<file path="config.mk">
export PLATFORM = sky130hd
export DESIGN_NAME = ob_mk_deque_mc_flat
export DESIGN_NICKNAME = d
export VERILOG_FILES = /design/src/rtl/ob_mk_deque_mc_if.sv /design/src/rtl/ob_mk_deque_mc.sv /design/src/flat_wrapper.sv
export SDC_FILE = /design/constraint.sdc
export NUM_CORES = 2
export LEC_CHECK = 0
export CORE_MARGIN = 4
export CORE_UTILIZATION = 50
export CTS_BUF_LIST = sky130_fd_sc_hd__clkbuf_8
export DETAILED_ROUTE_END_ITERATION = 12
export PLACE_DENSITY_LB_ADDON = 0.15
export SYNTH_ARGS = -nofsm -noshare
export SYNTH_HDL_FRONTEND = slang
export SYNTH_SLANG_ARGS = --single-unit
</file>
<file path="constraint.sdc">
create_clock -name clk -period 7.3 [get_ports clk]
set_input_delay 1.095 -clock clk [delete_from_list [all_inputs] [get_ports clk]]
set_output_delay 1.095 -clock clk [all_outputs]
set_load 0.01 [all_outputs]
</file>
<file path="src/rtl/ob_mk_deque_mc_if.sv">
// Command and status bundle for the multi-channel market deque ob_mk_deque_mc.
interface ob_mk_deque_mc_if #(
  parameter int unsigned C  = 2,
  parameter int unsigned N  = 8,
  parameter int unsigned W  = 64,
  parameter int unsigned QW = 16,
  parameter int unsigned AW = QW + $clog2(N + 1)
);
  localparam int unsigned CHW = (C > 1) ? $clog2(C) : 1;

  logic            cmd_vld;
  logic [CHW-1:0]  cmd_ch;
  logic [2:0]      cmd_op;
  logic [W-1:0]    cmd_data;

  logic [C-1:0]    head_vld_r;
  logic [C*W-1:0]  head_r;
  logic [C*W-1:0]  tail_r;
  logic [C-1:0]    empty_w;
  logic [C-1:0]    full_w;
  logic [C*AW-1:0] quantity_r;
  logic            err_r;

  modport master (
    output cmd_vld, cmd_ch, cmd_op, cmd_data,
    input  head_vld_r, head_r, tail_r, empty_w, full_w, quantity_r, err_r
  );

  modport slave (
    input  cmd_vld, cmd_ch, cmd_op, cmd_data,
    output head_vld_r, head_r, tail_r, empty_w, full_w, quantity_r, err_r
  );
endinterface

</file>
<file path="src/rtl/ob_mk_deque_mc.sv">
// Multi-channel market deque: C circular order queues with per-channel quantity,
// in-place head partial fill and illegal-command reporting. Optional FOK probe: OB_MK_DEQUE_MC_FOK_EN.
module ob_mk_deque_mc #(
  parameter int unsigned C  = 2,
  parameter int unsigned N  = 8,
  parameter int unsigned W  = 64,
  parameter int unsigned QW = 16,
  parameter int unsigned AW = QW + $clog2(N + 1),
  localparam int unsigned CHW = (C > 1) ? $clog2(C) : 1
) (
  input  logic              clk,
  input  logic              rst_n,
  ob_mk_deque_mc_if.slave   bus
`ifdef OB_MK_DEQUE_MC_FOK_EN
  ,
  input  logic              fok_vld,
  input  logic [CHW-1:0]    fok_ch,
  input  logic [AW-1:0]     fok_qty,
  output logic              fok_ok_r,
  output logic              fok_rsp_vld_r
`endif
);
  localparam int unsigned PW = (N > 1) ? $clog2(N) : 1;
  localparam int unsigned CW = $clog2(N + 1);

  localparam logic [2:0] OP_NOP   = 3'd0;
  localparam logic [2:0] OP_PUSHF = 3'd1;
  localparam logic [2:0] OP_POPF  = 3'd2;
  localparam logic [2:0] OP_PUSHB = 3'd3;
  localparam logic [2:0] OP_POPB  = 3'd4;
  localparam logic [2:0] OP_RED   = 3'd5;

  logic [W-1:0]  mem    [C][N];
  logic [PW-1:0] rd_ptr [C];
  logic [PW-1:0] wr_ptr [C];
  logic [CW-1:0] cnt    [C];
  logic [AW-1:0] qty    [C];
  logic          err_q;

  logic           ch_ok;
  logic [CHW-1:0] chi;
  logic [PW-1:0]  rd_m1, wr_m1;
  logic [W-1:0]   head_e, tail_e, red_e;
  logic [QW-1:0]  hq, amt;
  logic           sel_empty, sel_full;
  logic           do_pf, do_pb, do_popf, do_popb, do_red, bad;

  // Decode the command against the selected channel's registered state.
  always_comb begin
    ch_ok     = 32'(bus.cmd_ch) < C;
    chi       = ch_ok ? bus.cmd_ch : '0;
    rd_m1     = rd_ptr[chi] - 1'b1;
    wr_m1     = wr_ptr[chi] - 1'b1;
    head_e    = mem[chi][rd_ptr[chi]];
    tail_e    = mem[chi][wr_m1];
    hq        = head_e[QW-1:0];
    amt       = bus.cmd_data[QW-1:0];
    red_e     = head_e;
    red_e[QW-1:0] = hq - amt;
    sel_empty = (cnt[chi] == '0);
    sel_full  = (cnt[chi] == CW'(N));
    do_pf = 1'b0; do_pb = 1'b0; do_popf = 1'b0; do_popb = 1'b0; do_red = 1'b0; bad = 1'b0;
    if (bus.cmd_vld) begin
      if (!ch_ok) begin
        bad = 1'b1;
      end else begin
        case (bus.cmd_op)
          OP_NOP:   ;
          OP_PUSHF: if (sel_full)  bad = 1'b1; else do_pf   = 1'b1;
          OP_PUSHB: if (sel_full)  bad = 1'b1; else do_pb   = 1'b1;
          OP_POPF:  if (sel_empty) bad = 1'b1; else do_popf = 1'b1;
          OP_POPB:  if (sel_empty) bad = 1'b1; else do_popb = 1'b1;
          OP_RED: begin
            // Emptiness is checked before the zero-amount no-op.
            if (sel_empty)        bad     = 1'b1;
            else if (amt == '0)   ;
            else if (amt < hq)    do_red  = 1'b1;
            else if (amt == hq)   do_popf = 1'b1;
            else                  bad     = 1'b1;
          end
          default:  bad = 1'b1;
        endcase
      end
    end
  end

  // Storage is deliberately unreset; empty gating masks stale contents.
  always_ff @(posedge clk) begin
    if (do_pf)       mem[chi][rd_m1]       <= bus.cmd_data;
    else if (do_pb)  mem[chi][wr_ptr[chi]] <= bus.cmd_data;
    else if (do_red) mem[chi][rd_ptr[chi]] <= red_e;
  end

  always_ff @(posedge clk or negedge rst_n) begin
    if (!rst_n) begin
      for (int unsigned c = 0; c < C; c++) begin
        rd_ptr[c] <= '0;
        wr_ptr[c] <= '0;
        cnt[c]    <= '0;
        qty[c]    <= '0;
      end
      err_q <= 1'b0;
    end else begin
      err_q <= bad;
      if (do_pf) begin
        rd_ptr[chi] <= rd_m1;
        cnt[chi]    <= cnt[chi] + 1'b1;
        qty[chi]    <= qty[chi] + AW'(bus.cmd_data[QW-1:0]);
      end else if (do_pb) begin
        wr_ptr[chi] <= wr_ptr[chi] + 1'b1;
        cnt[chi]    <= cnt[chi] + 1'b1;
        qty[chi]    <= qty[chi] + AW'(bus.cmd_data[QW-1:0]);
      end else if (do_popf) begin
        rd_ptr[chi] <= rd_ptr[chi] + 1'b1;
        cnt[chi]    <= cnt[chi] - 1'b1;
        qty[chi]    <= qty[chi] - AW'(hq);
      end else if (do_popb) begin
        wr_ptr[chi] <= wr_m1;
        cnt[chi]    <= cnt[chi] - 1'b1;
        qty[chi]    <= qty[chi] - AW'(tail_e[QW-1:0]);
      end else if (do_red) begin
        qty[chi]    <= qty[chi] - AW'(amt);
      end
    end
  end

  logic [C-1:0]    head_vld_pk, empty_pk, full_pk;
  logic [C*W-1:0]  head_pk, tail_pk;
  logic [C*AW-1:0] qty_pk;

  always_comb begin
    head_vld_pk = '0; empty_pk = '0; full_pk = '0;
    head_pk = '0; tail_pk = '0; qty_pk = '0;
    for (int unsigned c = 0; c < C; c++) begin
      empty_pk[c]    = (cnt[c] == '0);
      full_pk[c]     = (cnt[c] == CW'(N));
      head_vld_pk[c] = !empty_pk[c];
      head_pk[c*W +: W]  = empty_pk[c] ? '0 : mem[c][rd_ptr[c]];
      tail_pk[c*W +: W]  = empty_pk[c] ? '0 : mem[c][PW'(wr_ptr[c] - 1'b1)];
      qty_pk[c*AW +: AW] = qty[c];
    end
  end

  assign bus.head_vld_r = head_vld_pk;
  assign bus.head_r     = head_pk;
  assign bus.tail_r     = tail_pk;
  assign bus.empty_w    = empty_pk;
  assign bus.full_w     = full_pk;
  assign bus.quantity_r = qty_pk;
  assign bus.err_r      = err_q;

`ifdef OB_MK_DEQUE_MC_FOK_EN
  logic           fok_ch_ok;
  logic [CHW-1:0] fchi;
  assign fok_ch_ok = 32'(fok_ch) < C;
  assign fchi      = fok_ch_ok ? fok_ch : '0;

  always_ff @(posedge clk or negedge rst_n) begin
    if (!rst_n) begin
      fok_ok_r      <= 1'b0;
      fok_rsp_vld_r <= 1'b0;
    end else begin
      fok_rsp_vld_r <= fok_vld;
      fok_ok_r      <= fok_vld && fok_ch_ok && (qty[fchi] >= fok_qty);
    end
  end
`endif
endmodule

</file>
<file path="src/flat_wrapper.sv">
// flat-port wrapper written by rule: the top's interface ports become plain ports
module ob_mk_deque_mc_flat 
#(
  parameter int unsigned C  = 2,
  parameter int unsigned N  = 8,
  parameter int unsigned W  = 64,
  parameter int unsigned QW = 16,
  parameter int unsigned AW = QW + $clog2(N + 1),
  localparam int unsigned CHW = (C > 1) ? $clog2(C) : 1
)
  (clk, rst_n, bus_cmd_vld, bus_cmd_ch, bus_cmd_op, bus_cmd_data, bus_head_vld_r, bus_head_r, bus_tail_r, bus_empty_w, bus_full_w, bus_quantity_r, bus_err_r);
  ob_mk_deque_mc_if #(.C(C), .N(N), .W(W), .QW(QW), .AW(AW)) bus_i ();
  input  logic clk;
  input  logic rst_n;
  input wire logic [$bits(bus_i.cmd_vld)-1:0] bus_cmd_vld;
  input wire logic [$bits(bus_i.cmd_ch)-1:0] bus_cmd_ch;
  input wire logic [$bits(bus_i.cmd_op)-1:0] bus_cmd_op;
  input wire logic [$bits(bus_i.cmd_data)-1:0] bus_cmd_data;
  output wire logic [$bits(bus_i.head_vld_r)-1:0] bus_head_vld_r;
  output wire logic [$bits(bus_i.head_r)-1:0] bus_head_r;
  output wire logic [$bits(bus_i.tail_r)-1:0] bus_tail_r;
  output wire logic [$bits(bus_i.empty_w)-1:0] bus_empty_w;
  output wire logic [$bits(bus_i.full_w)-1:0] bus_full_w;
  output wire logic [$bits(bus_i.quantity_r)-1:0] bus_quantity_r;
  output wire logic [$bits(bus_i.err_r)-1:0] bus_err_r;
  assign bus_i.cmd_vld = bus_cmd_vld;
  assign bus_i.cmd_ch = bus_cmd_ch;
  assign bus_i.cmd_op = bus_cmd_op;
  assign bus_i.cmd_data = bus_cmd_data;
  assign bus_head_vld_r = bus_i.head_vld_r;
  assign bus_head_r = bus_i.head_r;
  assign bus_tail_r = bus_i.tail_r;
  assign bus_empty_w = bus_i.empty_w;
  assign bus_full_w = bus_i.full_w;
  assign bus_quantity_r = bus_i.quantity_r;
  assign bus_err_r = bus_i.err_r;
  ob_mk_deque_mc #(.C(C), .N(N), .W(W), .QW(QW), .AW(AW)) u_core (.clk(clk), .rst_n(rst_n), .bus(bus_i));
endmodule
</file>
==> results.txt <==
* Netlist area before placement: around 0.070 mm²
- Worst hold margin: around 0.35 ns
- Kind of critical path: flip-flop to flip-flop
- Final core utilization: between 50% and 60%
- Routability-driven placement finished with a final weighted congestion of between 0.9 and 1.
* Maximum number of pins on one net before global-route repair: between 100 and 150
* Path category of the worst min-delay check: input pin to async pin
* Number of remaining DRC errors: 0
* Share of post-route cells with drive strength above 1: between 10% and 20%
* Area of the die: about 0.15 mm²
* Share of synthesized area occupied by flip-flops and latches: between 40 and 50%
- Max Clock Skew: 0.05759 ns
- The worst register-to-register path begins at u_core.rd_ptr[5]$_DFFE_PN0P_.
- Maximum level of the CTS H-tree: 4
* Final cell count without fillers: between 7000 and 8000
* Commonest non-fill, non-tap cell in the layout: edfxtp_1
* Length in cells of the worst reg-to-reg path: 17
- Die Height: about 380 µm
- Total routing usage reported by global routing: 36.64%
- Part of the total power dissipated in combinational logic: 63.7%
- Number of global-route vias before repair: 54790
- Clock tree from TritonCTS: built
* Pwr dens: approximately 460 mW/mm²
* Cell total after placement: 7507
- Counting every net in the synthesized netlist gives 5868.
- Count of cell instances traversed by the critical path: 17
- Setup violations remaining at the end of the flow were counted as 0.
- Part of the power in the clock network: around 15%
* Post-detailed-route via-to-cell ratio: just over 7
* Clock edge transition at the registers on the reported setup and hold paths: about 0.070 ns
- Post-synthesis to final-layout area growth: 13.77%
- Worst setup path startpoint: u_core.rd_ptr[5]$_DFFE_PN0P_
- Data on the critical path is required at its endpoint by ~7.9 ns.
- P_leak: between 20 and 30 nW
- NumNets Final: around 6100
* Number of search-and-repair iterations in the first detailed-routing pass: 8
- The worst setup path is launched from a flip-flop.
* Delay-heaviest family, CP: simple AND/OR/NAND/NOR gates
- The HPWL after detailed placement is ~160000 µm.
- Cts repair resizes: 0
- In this run the mean area of a mapped cell was between 10 and 15 µm².
- Longest Clk Path Bufs: 3
- The most numerous cell type found on the critical path is buf_4.
- Critical Path End Type: flip-flop
- Min Clock Period, post-route: ~6.4 ns
- The critical path goes through mux2i_1 > nor2_1 > nand2_4 > buf_4 > o22a_1 > and4_1 > inv_1 > ha_1 > o211ai_1 > a31oi_2 > o211ai_2 > a2111oi_4 > buf_12 > a222oi_1 > buf_4 > nor2_4 > buf_4.
- The total overflow left after global routing is 0.
- Delay of the slowest critical-path stage: 0.76 ns
- Count of flip-flops with a built-in enable after synthesis: roughly 1000
- Summed over all nets, the switching power comes to between 15 and 20 mW.
- Total internal power: ~19 mW
- Clock tree synthesis selected as its root buffer the cell clkbuf_8.
- The share of total power dissipated in sequential elements is 21.3%.
* Floorplan die width: about 380 µm
* Peak supply drop: around 0.48 mV
* Top-level port count: roughly 370
* Status: completed
* Core Footprint: 0.1378 mm²
- Setup repair after global routing left no endpoint under its margin.
- First-pass GRT wire length: around 390000 µm
* Number of hold buffers added after cts: 0
- In the layout the commonest cells are 1024 x edfxtp_1, 866 x nand2_1, 700 x mux2i_1, 557 x mux4_2, 489 x o21ai_0.
* Post-route ant nets: 0
- Synth cell types: 86
- For this block, the initial DRC count from the detailed router was between 8000 and 9000.
- Number of buffers and inverters on the critical path: 5
- Row generation in the floorplan step produced 136 rows.
* Maximum achievable frequency: approximately 160 MHz
* Number of instances in the synthesized netlist: about 5700
- After detailed routing, the total wire length is between 200000 and 300000 µm.
- CTS buffer count: 186
- Actual slew at the worst max-slew pin: roughly 1.3 ns
- Input and output buffers added on the ports amount to 373.
- The slowest stage of the critical path is the dfrtp_4 cell.
* Num Clock Sinks: 1085
- For the worst-skew pair, the clock arrives at the later sink with an insertion delay of between 0.9 and 1 ns.
- The initial antenna violation count is 13.
* Sw Ratio: between 40% and 50%
- Of all flip-flops after synthesis, the portion carrying an async set or reset was under 10%.
* Worst Path Max Fanout: 22
- The number of hold-slack violations in the final timing report was 0.
* Part of the cycle the worst path needs: a little under 90%
- Initial standard-cell utilization of the core: around 50%
* Number of synthesized register bits: approximately 1100
* Worst slew margin relative to its limit: 15.04%
* Max-capacitance violation count: 0
- Across all layers, the routed design uses approximately 56000 vias.
- After detailed routing, the average wire length per cell comes to about 35 µm.
- During synthesis, Yosys emitted a total of 0 warnings.
- Commonest register cell after synthesis: edfxtp_1
* Post-CTS setup buffer count: 0
- Endpoint arrival time on the critical path: around 7.0 ns
* Final max-slew violation count: 0
==> per-layer routing <==
layer	vias to the layer above	share of wire, %	wire [µm]	track usage (%)
met5	-	0.011	30	0
met4	4	6.0	16380	19.19
met3	935	13	35590	10.87
met2	4692	45	122700	56.27
met1	27620	36	98100	47.27
li1	22680	-	-	-
==> power groups by stage <==
stage | clock network, mW | registers (mW) | logic, mW
2_1_floorplan | 0 | 7.54 | 13.1
3_3_place_gp | 0 | 7.83 | 22.5
3_5_place_dp | 0 | 7.84 | 22.6
4_1_cts | 5.45 | 7.72 | 22.7
5_1_grt | 5.75 | 7.77 | 24.1
6_report | 5.43 | 7.73 | 23.1
==> state kept, by name (all words and copies together), names as in the netlist, named ones only <==
name                   cells
u_core.bus.quantity_r     40
u_core.mem              1024
u_core.rd_ptr              4
u_core.bus.err_r           1
u_core.wr_ptr              4
u_core.cnt                 6
==> Yosys cell counts, types with 6 or more instances <==
| master | count | area share (%) |
|---|---|---|
| clkbuf_1 | 267 | 1.4 |
| mux4_2 | 557 | 18 |
| and3_1 | 12 | 0.11 |
| buf_6 | 7 | 0.11 |
| nor2_1 | 231 | 1.2 |
| o21bai_1 | 10 | 0.11 |
| nand2b_1 | 14 | 0.13 |
| edfxtp_1 | 1024 | 44 |
| nor4_2 | 49 | 0.88 |
| nand2_2 | 6 | 0.054 |
| a31oi_1 | 11 | 0.099 |
| mux2_2 | 35 | 0.57 |
| o21a_1 | 11 | 0.12 |
| o22a_1 | 24 | 0.30 |
| buf_1 | 129 | 0.70 |
| o21ai_0 | 489 | 3.5 |
| xor2_1 | 37 | 0.47 |
| nor2b_1 | 8 | 0.072 |
| nor4_1 | 15 | 0.13 |
| nand2_1 | 873 | 4.7 |
| o211ai_1 | 14 | 0.15 |
| and4_1 | 7 | 0.088 |
| or3_1 | 9 | 0.081 |
| nand4_1 | 9 | 0.081 |
| inv_1 | 69 | 0.37 |
| a211oi_1 | 17 | 0.18 |
| o22ai_1 | 233 | 2.1 |
| xnor2_1 | 47 | 0.59 |
| dfrtp_1 | 61 | 2.2 |
| buf_2 | 107 | 0.77 |
| o21ai_1 | 100 | 0.72 |
| ha_1 | 103 | 1.9 |
| nand3_1 | 30 | 0.22 |
| nor3_1 | 24 | 0.17 |
| a21o_1 | 25 | 0.27 |
| and2_1 | 6 | 0.054 |
| a21oi_1 | 207 | 1.5 |
| mux2i_1 | 701 | 10 |
==> final cells by class <==
cell class | count | area, µm²
inverter | 71 | 276.5
clock buffer | 191 | 2629
timing repair buffer | 539 | 5518
antenna | 11 | 27.53
tap | 1794 | 2245
fill | 11220 | 58710
sequential | 1085 | 32310
multi-input combinational | 4018 | 35210
clock inverter | 148 | 917.1
==> logic make-up after synthesis <==
logic type | after synthesis | synth area share (%)
and+or+nand+nor | 1320 | 8.340
muxes | 1295 | 28.73
AOI/OAI and AO/OA | 1211 | 10.01
DFF | 1085 | 46.41
buffers and inverters | 586 | 3.458
adders and majority gates | 108 | 1.997
xor gates and xnor gates | 84 | 1.058
==> stage by stage <==
step | worst slack, ns | cell area, µm² | TNS [ns] | total power [mW]
6_report | 0.8829 | 79130 | 0 | 36.28
2_1_floorplan | -0.9431 | 69580 | -120.72 | 20.60
3_3_place_gp | 0.5223 | 75550 | 0 | 30.34
4_1_cts | 0.8881 | 79100 | 0 | 35.85
5_1_grt | 0.6636 | 79110 | 0 | 37.67
3_5_place_dp | 0.3785 | 75550 | 0 | 30.42
==> final timing paths <==
check,to,slack (ns)
setup reg to reg,u_core.mem[1][346]$_DFFE_PP_,0.88
min in group clk,u_core.bus.quantity_r[19]$_DFFE_PN0P_,0.47
hold reg to reg,u_core.bus.quantity_r[19]$_DFFE_PN0P_,0.47
hold / removal,u_core.cnt[7]$_DFFE_PN0P_,0.35
max in group asynchronous,async pin,6.24
setup / recovery,u_core.mem[1][346]$_DFFE_PP_,0.88
No activity file was read; power rests on OpenSTA's default activity.
